==> config.mk <==
export PLATFORM = sky130hd
export DESIGN_NAME = branch_ctrl
export DESIGN_NICKNAME = d
export VERILOG_FILES = /design/src/rtl/branch_ctrl.sv
export SDC_FILE = /design/constraint.sdc
export NUM_CORES = 1
export LEC_CHECK = 0
export CORE_MARGIN = 5
export CORE_UTILIZATION = 36
export DETAILED_ROUTE_END_ITERATION = 8
export MAX_ROUTING_LAYER = met4
export PLACE_DENSITY = 0.82
export RECOVER_POWER = 50
export SYNTH_ARGS = -nofsm -noshare
export SYNTH_HDL_FRONTEND = slang
export SYNTH_SLANG_ARGS = --single-unit
==> constraint.sdc <==
create_clock -name i_clk -period 1.9 [get_ports i_clk]
set_input_delay 0.475 -clock i_clk [delete_from_list [all_inputs] [get_ports i_clk]]
set_output_delay 0.475 -clock i_clk [all_outputs]
set_load 0.1 [all_outputs]
==> src/rtl/branch_ctrl.sv <==
// rtl/branch_ctrl.sv - EX-stage branch resolution, mispredict redirect and pipeline flush control
//
// Purpose: resolves branches and jumps from the comparator flags, checks the
// result against the fetch prediction, and on a mispredict pulses a PC
// redirect followed by a FLUSH_CYCLES-long pipeline flush. New branches are
// refused until the flush finishes.
//
// Parameters:
//   FLUSH_CYCLES     cycles o_flush is held after a mispredict (1..15)
// Optional build macro:
//   BRCTRL_PERF_EN   builds the branch / mispredict performance counters;
//                    when undefined both counter outputs are tied to 0
//
// Ports:
//   i_clk, i_rst_n          clock, asynchronous active-low reset
//   i_br_valid              branch/jump present in EX
//   i_br_funct3, i_is_jump  decoded branch type
//   i_pred_taken            fetch-stage prediction
//   i_br_target, i_pc_plus4 taken target and fall-through PC
//   i_stall                 EX held by a hazard, branch not accepted
//   i_br_less, i_br_equal   comparator flags
//   o_br_unsigned           comparator select (combinational)
//   o_ready                 idle, can accept a branch
//   o_redirect, o_redirect_pc  one-cycle fetch redirect and corrected PC
//   o_flush                 squash IF/ID/EX
//   o_illegal               reserved funct3 accepted (one-cycle pulse)
//   o_br_count, o_mispred_count  performance counters
module branch_ctrl #(
  parameter int unsigned FLUSH_CYCLES = 2
) (
  input  logic        i_clk,
  input  logic        i_rst_n,
  input  logic        i_br_valid,
  input  logic [2:0]  i_br_funct3,
  input  logic        i_is_jump,
  input  logic        i_pred_taken,
  input  logic [31:0] i_br_target,
  input  logic [31:0] i_pc_plus4,
  input  logic        i_stall,
  input  logic        i_br_less,
  input  logic        i_br_equal,
  output logic        o_br_unsigned,
  output logic        o_ready,
  output logic        o_redirect,
  output logic [31:0] o_redirect_pc,
  output logic        o_flush,
  output logic        o_illegal,
  output logic [31:0] o_br_count,
  output logic [31:0] o_mispred_count
);

  typedef enum logic [1:0] {
    S_IDLE     = 2'b00,
    S_REDIRECT = 2'b01,
    S_FLUSH    = 2'b10
  } state_e;

  state_e      state_q, state_d;
  logic [3:0]  cnt_q, cnt_d;
  logic        ready_q, ready_d;
  logic        redirect_q, redirect_d;
  logic        flush_q, flush_d;
  logic        illegal_q, illegal_d;
  logic [31:0] rpc_q, rpc_d;

  logic accept;
  logic taken;
  logic reserved;
  logic mispred;

  // Unsigned compare is selected by funct3[1] for BLTU/BGEU; the select is
  // driven even without a valid branch so the comparator settles early.
  assign o_br_unsigned = i_br_funct3[1];

  // ready_q is high only in IDLE, so accept implies the FSM is idle.
  assign accept = i_br_valid & ready_q & ~i_stall;

  always_comb begin
    taken    = 1'b0;
    reserved = 1'b0;
    if (i_is_jump) begin
      taken = 1'b1;
    end else begin
      case (i_br_funct3)
        3'b000:          taken = i_br_equal;
        3'b001:          taken = ~i_br_equal;
        3'b100, 3'b110:  taken = i_br_less;
        3'b101, 3'b111:  taken = ~i_br_less;
        default: begin
          taken    = 1'b0;
          reserved = 1'b1;
        end
      endcase
    end
  end

  assign mispred = taken ^ i_pred_taken;

  always_comb begin
    state_d   = state_q;
    cnt_d     = cnt_q;
    rpc_d     = rpc_q;
    illegal_d = 1'b0;
    case (state_q)
      S_IDLE: begin
        if (accept) begin
          rpc_d     = taken ? i_br_target : i_pc_plus4;
          illegal_d = reserved;
          if (mispred) state_d = S_REDIRECT;
        end
      end
      S_REDIRECT: begin
        // The redirect cycle itself is the first flush cycle.
        cnt_d   = 4'(FLUSH_CYCLES - 1);
        state_d = (FLUSH_CYCLES == 1) ? S_IDLE : S_FLUSH;
      end
      S_FLUSH: begin
        cnt_d = (cnt_q == 4'd0) ? 4'd0 : cnt_q - 4'd1;
        if (cnt_q <= 4'd1) state_d = S_IDLE;
      end
      default: begin
        state_d = S_IDLE;
        cnt_d   = 4'd0;
      end
    endcase
    // Outputs are decoded from the next state so they come straight from flops.
    ready_d    = (state_d == S_IDLE);
    redirect_d = (state_d == S_REDIRECT);
    flush_d    = (state_d != S_IDLE);
  end

  always_ff @(posedge i_clk or negedge i_rst_n) begin
    if (!i_rst_n) begin
      state_q    <= S_IDLE;
      cnt_q      <= 4'd0;
      ready_q    <= 1'b1;
      redirect_q <= 1'b0;
      flush_q    <= 1'b0;
      illegal_q  <= 1'b0;
      rpc_q      <= 32'd0;
    end else begin
      state_q    <= state_d;
      cnt_q      <= cnt_d;
      ready_q    <= ready_d;
      redirect_q <= redirect_d;
      flush_q    <= flush_d;
      illegal_q  <= illegal_d;
      rpc_q      <= rpc_d;
    end
  end

  assign o_ready       = ready_q;
  assign o_redirect    = redirect_q;
  assign o_redirect_pc = rpc_q;
  assign o_flush       = flush_q;
  assign o_illegal     = illegal_q;

`ifdef BRCTRL_PERF_EN
  logic [31:0] br_cnt_q;
  logic [31:0] mis_cnt_q;

  always_ff @(posedge i_clk or negedge i_rst_n) begin
    if (!i_rst_n) begin
      br_cnt_q  <= 32'd0;
      mis_cnt_q <= 32'd0;
    end else if (accept) begin
      br_cnt_q <= br_cnt_q + 32'd1;
      if (mispred) mis_cnt_q <= mis_cnt_q + 32'd1;
    end
  end

  assign o_br_count      = br_cnt_q;
  assign o_mispred_count = mis_cnt_q;
`else
  assign o_br_count      = 32'd0;
  assign o_mispred_count = 32'd0;
`endif

endmodule

=== Word-level counts from Yosys, hierarchy flattened ===
Index checks and enable logic that the tools add are counted.

* Flip-flop bits (word level): 42
* Bits of input ports: 75
* Word-level logic and storage cells: 45

* $add $sub $neg: 1
* Magnitude comparators: 1
* Equal/unequal tests: 8
* Multiplexer cells: 13
* Bitwise logic cells: 6
* Reduce and logical (&&, ||, !) cells: 9

{| class="wikitable"
|+ Operator list
! cell !! count
|-
| $mux 32 || 1
|-
| $eq 3x3->1 const B || 4
|-
| $pmux 4 s3 || 1
|-
| $mux 2 || 3
|-
| $pmux 2 s3 || 1
|-
| $reduce_or 6->1 || 1
|-
| $mux 1 || 5
|-
| $eq 2x1->1 const B || 2
|-
| $le 4x1->1 const B || 1
|-
| $logic_not 2->1 || 2
|-
| $logic_not 4->1 || 1
|-
| $mux 4 || 1
|-
| $pmux 1 s4 || 1
|-
| $reduce_or 2->1 || 2
|-
| $sub 4x1->4 const B || 1
|-
| $eq 3x1->1 const B || 1
|-
| $logic_not 3->1 || 1
|-
| $not 1->1 || 3
|-
| $and 1x1->1 || 2
|-
| $eq 2x2->1 const B || 1
|-
| $reduce_and 2->1 || 1
|-
| $reduce_bool 2->1 || 1
|-
| $xor 1x1->1 || 1
|}

=== Depth between registers and ports, before layout ===
* Depth after elaboration: 9
* Mapped depth: 7

=== Worst setup path after synthesis ===
Ideal clock, no wire load.

* Path kind: register to register
* Start: register ready_q (netlist: o_ready)
* End: register redirect_q (netlist: o_redirect)
* Library setup time: 0.087 ns
* Data arrival time: 1.801 ns
* Setup slack: 0.012 ns
* Stages on the path, launching flop included: 7
* Buffers on the path: 1
* Clock period less this slack: 1.888 ns
* Path through: dfstp_2 > nand2_1 > nor2_1 > nand2_1 > clkbuf_1 > a211o_1 > a211oi_2

* Longest elaborated chain between the ends: 5

{| class="wikitable"
|+ Ends and longest elaborated chain
! item !! line !! RTL
|-
| start: declaration || 60 || <nowiki>logic ready_q, ready_d;</nowiki>
|-
| start signal: assignment || 144 || <nowiki>ready_q <= ready_d;</nowiki>
|-
| $and 1x1->1 (2 in a row) || 76 || <nowiki>assign accept = i_br_valid & ready_q & ~i_stall;</nowiki>
|-
| $mux 2 || 106 || <nowiki>if (accept) begin</nowiki>
|-
| $pmux 2 s3 || 104 || <nowiki>case (state_q)</nowiki>
|-
| $eq 2x1->1 || 128 || <nowiki>redirect_d = (state_d == S_REDIRECT);</nowiki>
|-
| named net redirect_d || 61 || <nowiki>logic redirect_q, redirect_d;</nowiki>
|-
| end signal: assignment || 145 || <nowiki>redirect_q <= redirect_d;</nowiki>
|-
| end: declaration || 61 ||
|}

The timed path passes the listed nets, and every way through them passes these cells.
A chain may end at the register's enable or synchronous reset.

=== Worst setup path after layout ===
* Start: input port i_br_equal
* End: register redirect_q (netlist: o_redirect)

* Longest elaborated chain between the ends: 8

{| class="wikitable"
|+ Ends and longest elaborated chain
! item !! line !! RTL
|-
| start: declaration || 41 || <nowiki>input logic i_br_equal,</nowiki>
|-
| $not 1->1 || 86 || <nowiki>3'b001: taken = ~i_br_equal;</nowiki>
|-
| $pmux 1 s4 (*) || 84 || <nowiki>case (i_br_funct3)</nowiki>
|-
| $mux 1 (*) || 81 || <nowiki>if (i_is_jump) begin</nowiki>
|-
| $xor 1x1->1 (*) || 97 || <nowiki>assign mispred = taken ^ i_pred_taken;</nowiki>
|-
| $mux 2 (*) || 109 || <nowiki>if (mispred) state_d = S_REDIRECT;</nowiki>
|-
| $mux 2 (*) || 106 ||
|-
| $pmux 2 s3 (*) || 104 ||
|-
| $eq 2x1->1 (*) || 128 ||
|-
| named net redirect_d || 61 ||
|}

The timed path passes the listed nets; every way through them passes the cells marked *.

==> metrics.md <==
| Metric | Value |
|---|---|
| Run status | `finished clean` |
| Cells after synthesis | `269` |
| R2R Path End | `cnt_q[2]` |
| Die Ht | `94.5 um` |
| Fmax | `551 MHz` |
| H-Tree Depth | `2` |
| # setup viols final | `0` |
| Cell taking the most area after synthesis | `dfrtp_1` |
| Post-DRT Antenna Nets | `0` |
| Fillers | `601` |
| Multi-input combinational cell area | `0.00121 mm2` |
| CTS tree | `built` |
| Crit path launch type | `primary input` |
| Crit-path cells | `clkdlybuf4s50_1 > nor3_2 > o32a_4 > xnor2_2 > a211o_1 > a211oi_2` |
| CP Data Required Time | `2.11 ns` |
| Vias per cell | `4.34` |
| Leakage power | `1.96 nW` |
| Boundary pin count | `176` |
| WL per Instance | `14.4 um` |
| Total die area | `0.00892 mm2` |
| Hpwl dp | `5530 um` |
| Starting density of the core | `37.4%` |
| Setup Buffers After CTS | `0` |
| Yosys reg bits | `42` |
| GR Overflow Total | `0` |
| Setup ws final | `0.0843 ns` |
| Core Area | `0.00687 mm2` |
| Synth unique cells | `33` |
| Max-cap violation count | `0` |
| Nets | `461` |
| Share of the synthesized area in the top cell type | `39.9%` |
| Clock Tree Buf Depth | `2` |
| Final min period | `1.82 ns` |
| Area Growth Syn to Fin | `50.4%` |
| Clock root buffer master | `clkbuf_8` |
| Iter 0 DRT Violations | `67` |
| CTS Buf Count | `5` |
| CP max FO | `4` |
| Worst path slowest cell | `clkdlybuf4s50_1` |
| Ys async rst share | `100%` |
| Area taken by flip-flops and latches | `0.00105 mm2` |
| Peak VDD IR | `0.964 mV` |
| Part of the Yosys area used for sequential elements | `41.0%` |
| GPL Wtd Cong | `0.844` |
| Min-delay worst type | `in -> async` |
| Slowest stage delay, CP | `0.49 ns` |
| Buffers on Ports | `111` |
| Critical R2R Launch | `state_q[1]` |
| Hold Vio Cnt, Final | `0` |
| Power per cell area | `1960 mW/mm2` |
| Relative slew slack | `38.9%` |
| Vias | `2077` |
| Area contributors post-synth | `dfrtp_1 (40%), buf_4 (19%), mux2i_1 (12%)` |
| Core Rows | `30` |
| Tcrit/Tclk final | `95.6%` |
| CP Capture Type | `flop` |
| CTS clk-pin slew, worst paths | `0.09 ns` |
| Initial antenna violation count | `0` |
| Family with the most delay on the worst path | `compound AO/OA/AOI/OAI gates` |
| Max-slew violations | `0` |
| N_diodes | `0` |
| Total GRT Usage | `14.2%` |
| Routed WL | `6890 um` |
| CP Class | `in -> reg` |
| CTS sink count | `42` |
| Worst Path Buf+Inv | `1` |
| Post-synth top flop | `dfrtp_1` |
| Vias in the first global route | `2024` |
| Worst slew pin tran | `0.917 ns` |
| Commonest cells post-synth | `buf_4 (65), dfrtp_1 (41), nand2_1 (38)` |
| Critical path depth in cells | `6` |
| Clock Skew | `0.00996 ns` |
| Die W | `94.5 um` |
| Layout cells sized above 1 | `16.2%` |
| Unrepaired setup endpoints after global routing | `false` |
| 1st-pass router iterations | `4` |
| Syn Std Cell Area | `0.00257 mm2` |
| FF-to-FF path depth | `6` |
| Worst skew pair latency | `0.30 ns` |
| Drc violations | `0` |
| First-pass GRT wire length | `9760 um` |
| Flop-to-flop setup slack | `0.22 ns` |
| Placed standard-cell area | `0.00393 mm2` |
| Mapped Avg Cell Area | `9.55 um2` |
| Most frequent cell after synthesis | `buf_4` |
| Design area | `0.00386 mm2` |
| Largest net degree at the start of global routing | `33` |
| Pre-CTS WS | `-0.317 ns` |
| Worst Path Arrival | `2.03 ns` |
| EDFF count, synth | `0` |
| Warnings, synthesis | `0` |
kinds of logic after synthesis:
group                    after synthesis  synth area share [%]
XOR/XNOR                               2                 0.682
flip-flops                            42                  41.0
multiplexers                          32                  12.5
AO/OA/AOI/OAI                         52                  11.9
AND/OR/NAND/NOR                       57                  9.65
other                                  1                 0.146
adder cells (fa/ha/maj)                4                  1.95
buffers and inverters                 79                  22.2
layer usage:
metal | vias up | track usage [%] | share of wire, %
li1 | 1000 | - | -
met3 | 2 | 4.14 | 10
met2 | 120 | 27.0 | 54
met5 | - | - | 0
met4 | 0 | 2.28 | 0.39
met1 | 955 | 14.8 | 35
cells in the final DEF (no fill, tap or decap), types with 2 or more instances in the layout:
cell type	instances
clkdlybuf4s50_1	69
conb_1	64
dfrtp_1	41
nand2_1	37
mux2i_1	32
o21ai_0	30
buf_12	20
clkbuf_2	18
o21ai_1	8
nor2_1	7
buf_4	6
clkbuf_8	5
ha_1	4
dlymetal6s2s_1	4
a211o_1	3
inv_1	2
nor2b_1	2
o31a_1	2
nor3_1	2
a21oi_1	2
nor4b_1	2
bufinv_16	2
state kept, by name, indices dropped and copies added, names as in the netlist:
name,cells
o_flush,1
o_illegal,1
o_redirect_pc,32
state_q,2
o_redirect,1
cnt_q,4
o_ready,1
how the worst max path moves through the flow:
stage / to / start
detailed placement: o_redirect / i_br_funct3[0]
CTS: o_redirect_pc[4] / i_br_funct3[2]
global route: o_redirect_pc[9] / i_br_equal
global placement: o_redirect_pc[23] / i_br_funct3[0]
floorplan: o_redirect / o_ready
finish: o_redirect / i_br_equal
metrics by stage:
step / TNS, ns / utilization [%] / hold slack, ns / total power, mW / cells
2_1_floorplan: 0 / - / 0.179 / 5.32 / 332
3_3_place_gp: -9.22 / 57.2 / 0.425 / 7.23 / 470
3_5_place_dp: -10.42 / 57.2 / 0.438 / 7.33 / 470
4_1_cts: 0 / 59.3 / 0.109 / 8.19 / 478
5_1_grt: 0 / 56.2 / 0.377 / 7.88 / 479
6_report: 0 / 56.2 / 0.277 / 7.58 / 479
power by group:
group / internal [mW] / switching [mW]
Clock: 0.527 / 0.318
Combinational: 1.31 / 3.83
Sequential: 1.27 / 0.316
layout make-up:
| cell class | count | share of cell area (%) |
|---|---|---|
| Tap cell | 96 | 3.11 |
| Timing Repair Buffer | 120 | 34.5 |
| Inverter | 2 | 0.194 |
| Clock buffer | 5 | 1.78 |
| Sequential cell | 42 | 27.2 |
| Multi-Input combinational cell | 211 | 31.4 |
| Clock inverter | 3 | 1.78 |
repair_timing:
action,CTS,global route
hold buffers,0,0
gates resized for setup,2,8
cloned,0,1
pin swaps,0,3
endpoints found under the setup margin,2,37
No activity file was read; power rests on OpenSTA's default activity.
